`config.mk`:
```
export PLATFORM = sky130hd
export DESIGN_NAME = ysyx_24100029_xbar
export DESIGN_NICKNAME = d
export VERILOG_FILES = /design/src/rtl/ysyx_24100029_xbar.sv
export SDC_FILE = /design/constraint.sdc
export NUM_CORES = 1
export LEC_CHECK = 0
export CAP_MARGIN = 10
export CORE_AREA = 2 2 184 186
export DETAILED_ROUTE_END_ITERATION = 8
export DIE_AREA = 0 0 186 188
export PLACE_DENSITY = 0.42
export SYNTH_ARGS = -nofsm -noshare
export SYNTH_HDL_FRONTEND = slang
export SYNTH_SLANG_ARGS = --single-unit
```
`constraint.sdc`:
```
create_clock -name clock -period 1.9 [get_ports clock]
set_clock_uncertainty 0.2 [all_clocks]
set_input_delay 0.38 -clock clock [delete_from_list [all_inputs] [get_ports clock]]
set_output_delay 0.38 -clock clock [all_outputs]
set_load 0.005 [all_outputs]
```
`src/rtl/ysyx_24100029_xbar.sv`:
```
// AXI4 1-to-2 crossbar: CPU master port to CLINT (read-only) and SoC bus.
// Independent read and write FSMs; CLINT writes are answered locally with SLVERR.
module ysyx_24100029_xbar #(
  parameter logic [31:0] CLINT_BASE = 32'h0200_0000,
  parameter logic [31:0] CLINT_MASK = 32'hFFFF_0000
) (
  input  logic        clock,
  input  logic        reset,
  input  logic [31:0] in_araddr,
  input  logic        in_arvalid,
  input  logic [3:0]  in_arid,
  input  logic [7:0]  in_arlen,
  input  logic [2:0]  in_arsize,
  input  logic [1:0]  in_arburst,
  output logic        in_arready,
  output logic [31:0] in_rdata,
  output logic [1:0]  in_rresp,
  output logic        in_rvalid,
  output logic        in_rlast,
  output logic [3:0]  in_rid,
  input  logic        in_rready,
  input  logic [31:0] in_awaddr,
  input  logic        in_awvalid,
  input  logic [3:0]  in_awid,
  input  logic [7:0]  in_awlen,
  input  logic [2:0]  in_awsize,
  input  logic [1:0]  in_awburst,
  output logic        in_awready,
  input  logic [31:0] in_wdata,
  input  logic [3:0]  in_wstrb,
  input  logic        in_wvalid,
  input  logic        in_wlast,
  output logic        in_wready,
  output logic [1:0]  in_bresp,
  output logic        in_bvalid,
  output logic [3:0]  in_bid,
  input  logic        in_bready,
  output logic [31:0] clint_araddr,
  output logic        clint_arvalid,
  output logic [3:0]  clint_arid,
  output logic [7:0]  clint_arlen,
  output logic [2:0]  clint_arsize,
  output logic [1:0]  clint_arburst,
  input  logic        clint_arready,
  input  logic [31:0] clint_rdata,
  input  logic [1:0]  clint_rresp,
  input  logic        clint_rvalid,
  input  logic        clint_rlast,
  input  logic [3:0]  clint_rid,
  output logic        clint_rready,
  output logic [31:0] soc_araddr,
  output logic        soc_arvalid,
  output logic [3:0]  soc_arid,
  output logic [7:0]  soc_arlen,
  output logic [2:0]  soc_arsize,
  output logic [1:0]  soc_arburst,
  input  logic        soc_arready,
  input  logic [31:0] soc_rdata,
  input  logic [1:0]  soc_rresp,
  input  logic        soc_rvalid,
  input  logic        soc_rlast,
  input  logic [3:0]  soc_rid,
  output logic        soc_rready,
  output logic [31:0] soc_awaddr,
  output logic        soc_awvalid,
  output logic [3:0]  soc_awid,
  output logic [7:0]  soc_awlen,
  output logic [2:0]  soc_awsize,
  output logic [1:0]  soc_awburst,
  input  logic        soc_awready,
  output logic [31:0] soc_wdata,
  output logic [3:0]  soc_wstrb,
  output logic        soc_wvalid,
  output logic        soc_wlast,
  input  logic        soc_wready,
  input  logic [1:0]  soc_bresp,
  input  logic        soc_bvalid,
  input  logic [3:0]  soc_bid,
  output logic        soc_bready,
  output logic [1:0]  dbg_rd_state_o,
  output logic [1:0]  dbg_wr_state_o
);

  // Handshakes: a beat transfers in the cycle where valid and ready are both 1;
  // valid never depends on ready, and payload holds while valid is 1 and ready is 0.
  typedef enum logic [1:0] {R_IDLE, R_CLINT, R_SOC} rd_state_e;
  typedef enum logic [1:0] {W_IDLE, W_SOC, W_ERR_DATA, W_ERR_RESP} wr_state_e;

  rd_state_e   rd_q, rd_d;
  wr_state_e   wr_q, wr_d;
  logic [31:0] raddr_q, raddr_d;
  logic [3:0]  rid_q, rid_d;
  logic [3:0]  bid_q, bid_d;
  logic        ar_hit, aw_hit;
  logic        unused_ok;

  assign ar_hit = (in_araddr & CLINT_MASK) == CLINT_BASE;
  assign aw_hit = (in_awaddr & CLINT_MASK) == CLINT_BASE;
  // CLINT accepts the level request whenever it likes; only its R beat matters.
  assign unused_ok = ^{clint_arready, clint_rlast, clint_rid};
  assign dbg_rd_state_o = rd_q;
  assign dbg_wr_state_o = wr_q;

  always_comb begin
    rd_d = rd_q;
    raddr_d = raddr_q;
    rid_d = rid_q;
    in_arready = 1'b0;
    in_rdata = '0;
    in_rresp = '0;
    in_rvalid = 1'b0;
    in_rlast = 1'b0;
    in_rid = '0;
    clint_araddr = '0;
    clint_arvalid = 1'b0;
    clint_arid = '0;
    clint_arlen = '0;
    clint_arsize = '0;
    clint_arburst = '0;
    clint_rready = 1'b0;
    soc_araddr = '0;
    soc_arvalid = 1'b0;
    soc_arid = '0;
    soc_arlen = '0;
    soc_arsize = '0;
    soc_arburst = '0;
    soc_rready = 1'b0;
    if (!reset) begin
      case (rd_q)
        R_IDLE: begin
          if (ar_hit) begin
            in_arready = 1'b1;
            if (in_arvalid) begin
              raddr_d = in_araddr;
              rid_d = in_arid;
              rd_d = R_CLINT;
            end
          end else begin
            soc_araddr = in_araddr;
            soc_arvalid = in_arvalid;
            soc_arid = in_arid;
            soc_arlen = in_arlen;
            soc_arsize = in_arsize;
            soc_arburst = in_arburst;
            in_arready = soc_arready;
            if (in_arvalid && soc_arready) rd_d = R_SOC;
          end
        end
        R_CLINT: begin
          clint_araddr = raddr_q;
          clint_arvalid = 1'b1;
          clint_arid = rid_q;
          clint_arsize = 3'd2;
          clint_arburst = 2'b01;
          clint_rready = in_rready;
          in_rvalid = clint_rvalid;
          in_rdata = clint_rdata;
          in_rresp = clint_rresp;
          in_rlast = 1'b1;
          in_rid = rid_q;
          if (clint_rvalid && in_rready) rd_d = R_IDLE;
        end
        R_SOC: begin
          in_rvalid = soc_rvalid;
          in_rdata = soc_rdata;
          in_rresp = soc_rresp;
          in_rlast = soc_rlast;
          in_rid = soc_rid;
          soc_rready = in_rready;
          if (soc_rvalid && in_rready && soc_rlast) rd_d = R_IDLE;
        end
        default: rd_d = R_IDLE;
      endcase
    end
  end

  always_comb begin
    wr_d = wr_q;
    bid_d = bid_q;
    in_awready = 1'b0;
    in_wready = 1'b0;
    in_bresp = '0;
    in_bvalid = 1'b0;
    in_bid = '0;
    soc_awaddr = '0;
    soc_awvalid = 1'b0;
    soc_awid = '0;
    soc_awlen = '0;
    soc_awsize = '0;
    soc_awburst = '0;
    soc_wdata = '0;
    soc_wstrb = '0;
    soc_wvalid = 1'b0;
    soc_wlast = 1'b0;
    soc_bready = 1'b0;
    if (!reset) begin
      case (wr_q)
        W_IDLE: begin
          if (aw_hit) begin
            in_awready = 1'b1;
            if (in_awvalid) begin
              bid_d = in_awid;
              wr_d = W_ERR_DATA;
            end
          end else begin
            soc_awaddr = in_awaddr;
            soc_awvalid = in_awvalid;
            soc_awid = in_awid;
            soc_awlen = in_awlen;
            soc_awsize = in_awsize;
            soc_awburst = in_awburst;
            in_awready = soc_awready;
            if (in_awvalid && soc_awready) wr_d = W_SOC;
          end
        end
        W_SOC: begin
          soc_wdata = in_wdata;
          soc_wstrb = in_wstrb;
          soc_wvalid = in_wvalid;
          soc_wlast = in_wlast;
          in_wready = soc_wready;
          in_bvalid = soc_bvalid;
          in_bresp = soc_bresp;
          in_bid = soc_bid;
          soc_bready = in_bready;
          if (soc_bvalid && in_bready) wr_d = W_IDLE;
        end
        W_ERR_DATA: begin
          // CLINT is read-only: swallow the data beats, then report SLVERR.
          in_wready = 1'b1;
          if (in_wvalid && in_wlast) wr_d = W_ERR_RESP;
        end
        W_ERR_RESP: begin
          in_bvalid = 1'b1;
          in_bresp = 2'b10;
          in_bid = bid_q;
          if (in_bready) wr_d = W_IDLE;
        end
        default: wr_d = W_IDLE;
      endcase
    end
  end

  always_ff @(posedge clock) begin
    if (reset) begin
      rd_q <= R_IDLE;
      wr_q <= W_IDLE;
      raddr_q <= '0;
      rid_q <= '0;
      bid_q <= '0;
    end else begin
      rd_q <= rd_d;
      wr_q <= wr_d;
      raddr_q <= raddr_d;
      rid_q <= rid_d;
      bid_q <= bid_d;
    end
  end

endmodule
```
### Word-level counts from Yosys, hierarchy flattened

Index checks and enable logic that the tools add are counted.

| storage, ports and cells | value |
|---|---|
| register bits after elaboration | 44 |
| bits in latches | 0 |
| bits in writable memories | 0 |
| ROM bits | 0 |
| input bits | 233 |
| output and inout bits | 245 |
| memories | 0 |

| cells by class | value |
|---|---|
| add/subtract/negate cells | 0 |
| $mul | 0 |
| div/mod/pow operators | 0 |
| order comparisons | 0 |
| equality and inequality tests | 16 |
| shift-type cells | 0 |
| mux-type cells | 97 |
| bitwise gates (word level) | 0 |
| reduce and logical (&&, ||, !) cells | 13 |

Operators with widths:

| kind | number |
|---|---|
| 32-bit two-way mux | 11 |
| 32-bit one-hot mux with 2 select lines | 1 |
| 4-bit two-way mux | 12 |
| 8-bit two-way mux | 6 |
| 2-bit two-way mux | 21 |
| 16-bit by 10-bit equality test with 1-bit output (second input constant) | 2 |
| 1-bit two-way mux | 30 |
| 3-bit two-way mux | 6 |
| 4-bit one-hot mux with 2 select lines | 2 |
| 3-bit != test (second input constant) | 4 |
| 2-bit != test (second input constant) | 5 |
| 1-bit one-hot mux with 2 select lines | 4 |
| 2-bit one-hot mux with 2 select lines | 2 |
| 2-bit one-hot mux with 4 select lines | 1 |
| 1-bit logical AND | 7 |
| 2-bit equality test (second input constant) | 3 |
| 2-bit one-hot mux with 3 select lines | 1 |
| 3-bit AND reduction | 2 |
| 5-bit AND reduction | 1 |
| 2-bit by 1-bit equality test with 1-bit output (second input constant) | 2 |
| 2-bit zero test | 2 |
| 4-bit AND reduction | 1 |

### Longest topological paths before layout

| depth | value |
|---|---|
| word-level depth | 4 |
| gate-level depth with buffers | 7 |
| gate-level depth less buffers | 6 |

### Worst setup path before layout

OpenSTA, ideal clock, no wires.

| path | value |
|---|---|
| path type | flip-flop to output port |
| from | reg rd_q[1] (netlist: dbg_rd_state_o[1]) |
| to | out clint_araddr[10] |
| arrival time | 1.461 ns |
| required time | 1.320 ns |
| setup slack | -0.141 ns |
| cell stages (with the launch flop) | 8 |
| path buffers | 3 |
| cell sequence | dfxtp_1 inv_1 ha_1 clkbuf_1 nor2b_1 clkbuf_1 clkbuf_1 and2_1 |

| on the way | value |
|---|---|
| cells in the longest elaborated chain, start to end | 3 |

Ends and longest elaborated chain:

| item | RTL line | source |
|---|---|---|
| from (decl) | 89 | `rd_state_e rd_q, rd_d;` |
| from (signal assigned) | 252 | `rd_q <= rd_d;` |
| 2-bit by 1-bit equality test with 1-bit output | 129 | `case (rd_q)` |
| 32-bit two-way mux | 129 |  |
| 32-bit two-way mux | 128 | `if (!reset) begin` |
| to (decl) | 38 | `output logic [31:0] clint_araddr,` |

Every way passes these cells.

### Final worst setup path

| path | value |
|---|---|
| from | in in_araddr[26] |
| to | out soc_arlen[4] |

| on the way | value |
|---|---|
| cells in the longest elaborated chain, start to end | 4 |

Ends and longest elaborated chain:

| item | RTL line | source |
|---|---|---|
| from (decl) | 9 | `input logic [31:0] in_araddr,` |
| 16-bit by 10-bit equality test with 1-bit output | 97 | `assign ar_hit = (in_araddr & CLINT_MASK) == CLINT_BASE;` |
| 8-bit two-way mux | 131 | `if (ar_hit) begin` |
| 8-bit two-way mux | 129 |  |
| 8-bit two-way mux | 128 |  |
| to (decl) | 54 | `output logic [7:0] soc_arlen,` |

Every way passes these cells.

==> out/metrics.yaml <==
run_status:
  run_status: "complete, but fails checks"
  violations: "negative setup slack"
drt:
  antenna_left: 0
  wire_per_inst_um: 17.9
  drt-total-wl_mm: 28.3
  first_pass_iters: 4
  drcViolationCount: 0
  detail_route.iter0.violations: 195
  vias: 6173
  via_per_inst: 3.90
synth:
  synth_mux_area_share_pct: 0.518
  syn_area_per_cell_um2: 7.21
  yosysTopAreaCell: "and2_1"
  synthXorXnorAreaFrac_pct: 0
  synth_flop_cell: "dfxtp_1"
  synth.distinct_cells: 42
  syn_inst: 536
  synth_compound_area_share_pct: 17.9
  ys_warn_count: 0
  netlist_area_mm2: 0.00386
  synth_edf_count: 0
  async_flop_share_pct: 0
  synth.area.top_cells: "and2_1 25%, dfxtp_1 23%, a22oi_1 8.4%"
  synth_top_area_share_pct: 25.3
  synth_seq_cells: 44
  ys_seq_area_share_pct: 22.8
  synth_top_family_by_area: "simple AND/OR/NAND/NOR gates"
  synth-simple-area-share_pct: 46.0
  synth_adder_area_share_pct: 2.59
clocking:
  cts.sinks: 44
  cts_buffer_depth: 2
  clkLatencyLatePin_ns: 0.29
  clkTransAtPathRegs_ns: 0.06
  numCtsBuffers: 5
  h-tree-depth: 2
  cts_tree: "done"
  root_buffer: "clkbuf_16"
worst_setup_path:
  cp.required_ns: 1.32
  critPathLaunchType: "input port"
  r2r_slack_ns: -0.03
  crit_arrival_ns: 1.82
  worstReg2RegStart: "dbg_rd_state_o[1]$_SDFFE_PP0P_"
  crit_path_max_fanout: 7
  critPathKind: "input port to output port"
  timing.rr.end: "dbg_rd_state_o[0]$_SDFFE_PP0P_"
  r2r_cells: 9
  crit_path_end_kind: "output port"
floorplan:
  coreArea_mm2: 0.0331
  die-area_mm2: 0.0350
  die_w_um: 186
  ios: 478
  row_count: 67
  die_h_um: 188
  start_util_pct: 11.7
timing:
  final_hold_viol_count: 0
  setup_slack_ns: -0.499
  min_period_over_period_pct: 126
  rsz0062_at_grt: "yes"
  finalCriticalPeriod_ns: 2.40
  drv_slew: 0
  hold-worst-slack_ns: 0.263
  fmax_mhz: 417
  setup_viol: 232
layout:
  final_cell_area_mm2: 0.0122
  fill_cells: 3369
  layout.nets: 1374
  layout-drive-gt1-share_pct: 64.2
  stdcell_count: 1582
  final_cell_mix: "231 x buf_6, 193 x clkdlybuf4s50_1, 134 x and2_4, 82 x buf_4, 62 x buf_2"
  num_antenna_cells: 0
  layout_commonest_cell: "buf_6"
  area_growth_pct: 215
  final_util_pct: 36.8
place:
  routabilityCongestion: 0.790
  hpwl_mm: 20.7
  dpl.cell_count: 1486
  pre_cts_ws_ns: -1.24
  dpl_cell_area_mm2: 0.00964
  io_buffers: 460
worst_hold_path:
  whs_path_depth: 1
  hold_start: "raddr_q[21]$_SDFFE_PP0P_"
  worstHoldEndpoint: "raddr_q[21]$_SDFFE_PP0P_"
  min_path_type: "flop to flop"
grt:
  grtUsageTotal_pct: 15.5
  grt_pass1_wl_mm: 41.3
  grt_pass1_vias: 6593
  overflow: 0
  grt_antenna_before_repair: 0
  grt_max_degree: 23
power_and_ir_drop:
  power_density_mw_per_mm2: 566
  power.leakage_nw: 5.23
  peakVddDrop_mv: 0.428
flow_run:
  drv_cap: 0
-- per-layer routing --
layer / vias to the layer above / global-route usage [%] / wire (µm)
met4: 0 / 2.24 / 333
met5: - / 0 / 0
li1: 3012 / - / -
met1: 2899 / 18.3 / 11000
met3: 21 / 3.03 / 1730
met2: 241 / 29.1 / 15200
-- metrics by stage --
step                setup TNS, ns  total power, mW
finish                     -73.98             6.89
CTS                        -85.98             6.30
detailed placement        -180.80             4.15
floorplan                   -3.39             2.04
global route               -89.74             7.34
global placement          -179.31             4.19
-- critical path, cell delays in order --
cell and delay (ns):
buf_2 0.12, nor4b_4 0.28, and4_4 0.32, nor3b_4 0.06, buf_6 0.13, buf_6 0.13
buf_12 0.14, and2_4 0.14, buf_6 0.11
-- flip-flops by register name, summed over array words and instances, names as in the netlist --
signal,cells
dbg_rd_state_o,2
dbg_wr_state_o,2
raddr_q,32
rid_q,4
bid_q,4
-- logic make-up after synthesis --
kind of cell             Yosys count
AO/OA/AOI/OAI                    110
adder cells (fa/ha/maj)            8
buffers and inverters             70
flip-flops                        44
multiplexers                       2
other                              1
AND/OR/NAND/NOR                  301
-- cell type report --
type	instances	area, µm²	share of cell area, %
repair buffers	646	6830	56.1
multi-input cells	432	3710	30.4
flip-flops and latches	44	888	7.29
well taps	448	561	4.60
clock buffers	5	125	1.03
clock inverters	3	46.3	0.380
inverters	4	20.0	0.164
-- synth_stat cells (2+ instances only) --
master    count
inv_1         4
and4_1        2
mux2i_1       2
dfxtp_1      44
and3_2        5
a21oi_1      33
nor3b_1       2
nand3_1      22
ha_1          8
nor2b_1       6
nor4_1        6
o21ai_0      26
nor2_1       49
clkbuf_1     37
nand2_1       5
buf_1         2
and3_1       31
buf_6         9
buf_2         2
nand2b_1      3
a22oi_1      43
buf_4        15
nand4_1       6
and2_1      156
-- repair_timing --
item                                    4_1_cts  5_1_grt
endpoints found under the setup margin      277      249
setup buffers                                51       23
pin swaps                                   117      116
resized for setup                          1337      298
hold buffers                                  0        0
gates cloned                                 27        5
-- worst max path at each step --
stage / from / end / slack (ns) / cells past startpoint
5_1_grt: in_araddr[21] / soc_arlen[4] / -0.52 / 9
6_report: in_araddr[26] / soc_arlen[4] / -0.50 / 9
3_3_place_gp: in_araddr[17] / soc_arlen[7] / -1.21 / 8
2_1_floorplan: in_araddr[25] / soc_araddr[0] / -0.07 / 6
3_5_place_dp: in_araddr[31] / soc_araddr[28] / -1.24 / 8
4_1_cts: in_araddr[30] / soc_arlen[4] / -0.50 / 9
-- where the power goes --
| part | switching (mW) | internal, mW |
|---|---|---|
| combinational | 1.72 | 3.16 |
| clock | 0.407 | 0.626 |
| sequential | 0.0282 | 0.956 |
| total | 2.15 | 4.74 |
Note: power is estimated with default switching activity, not from simulation.
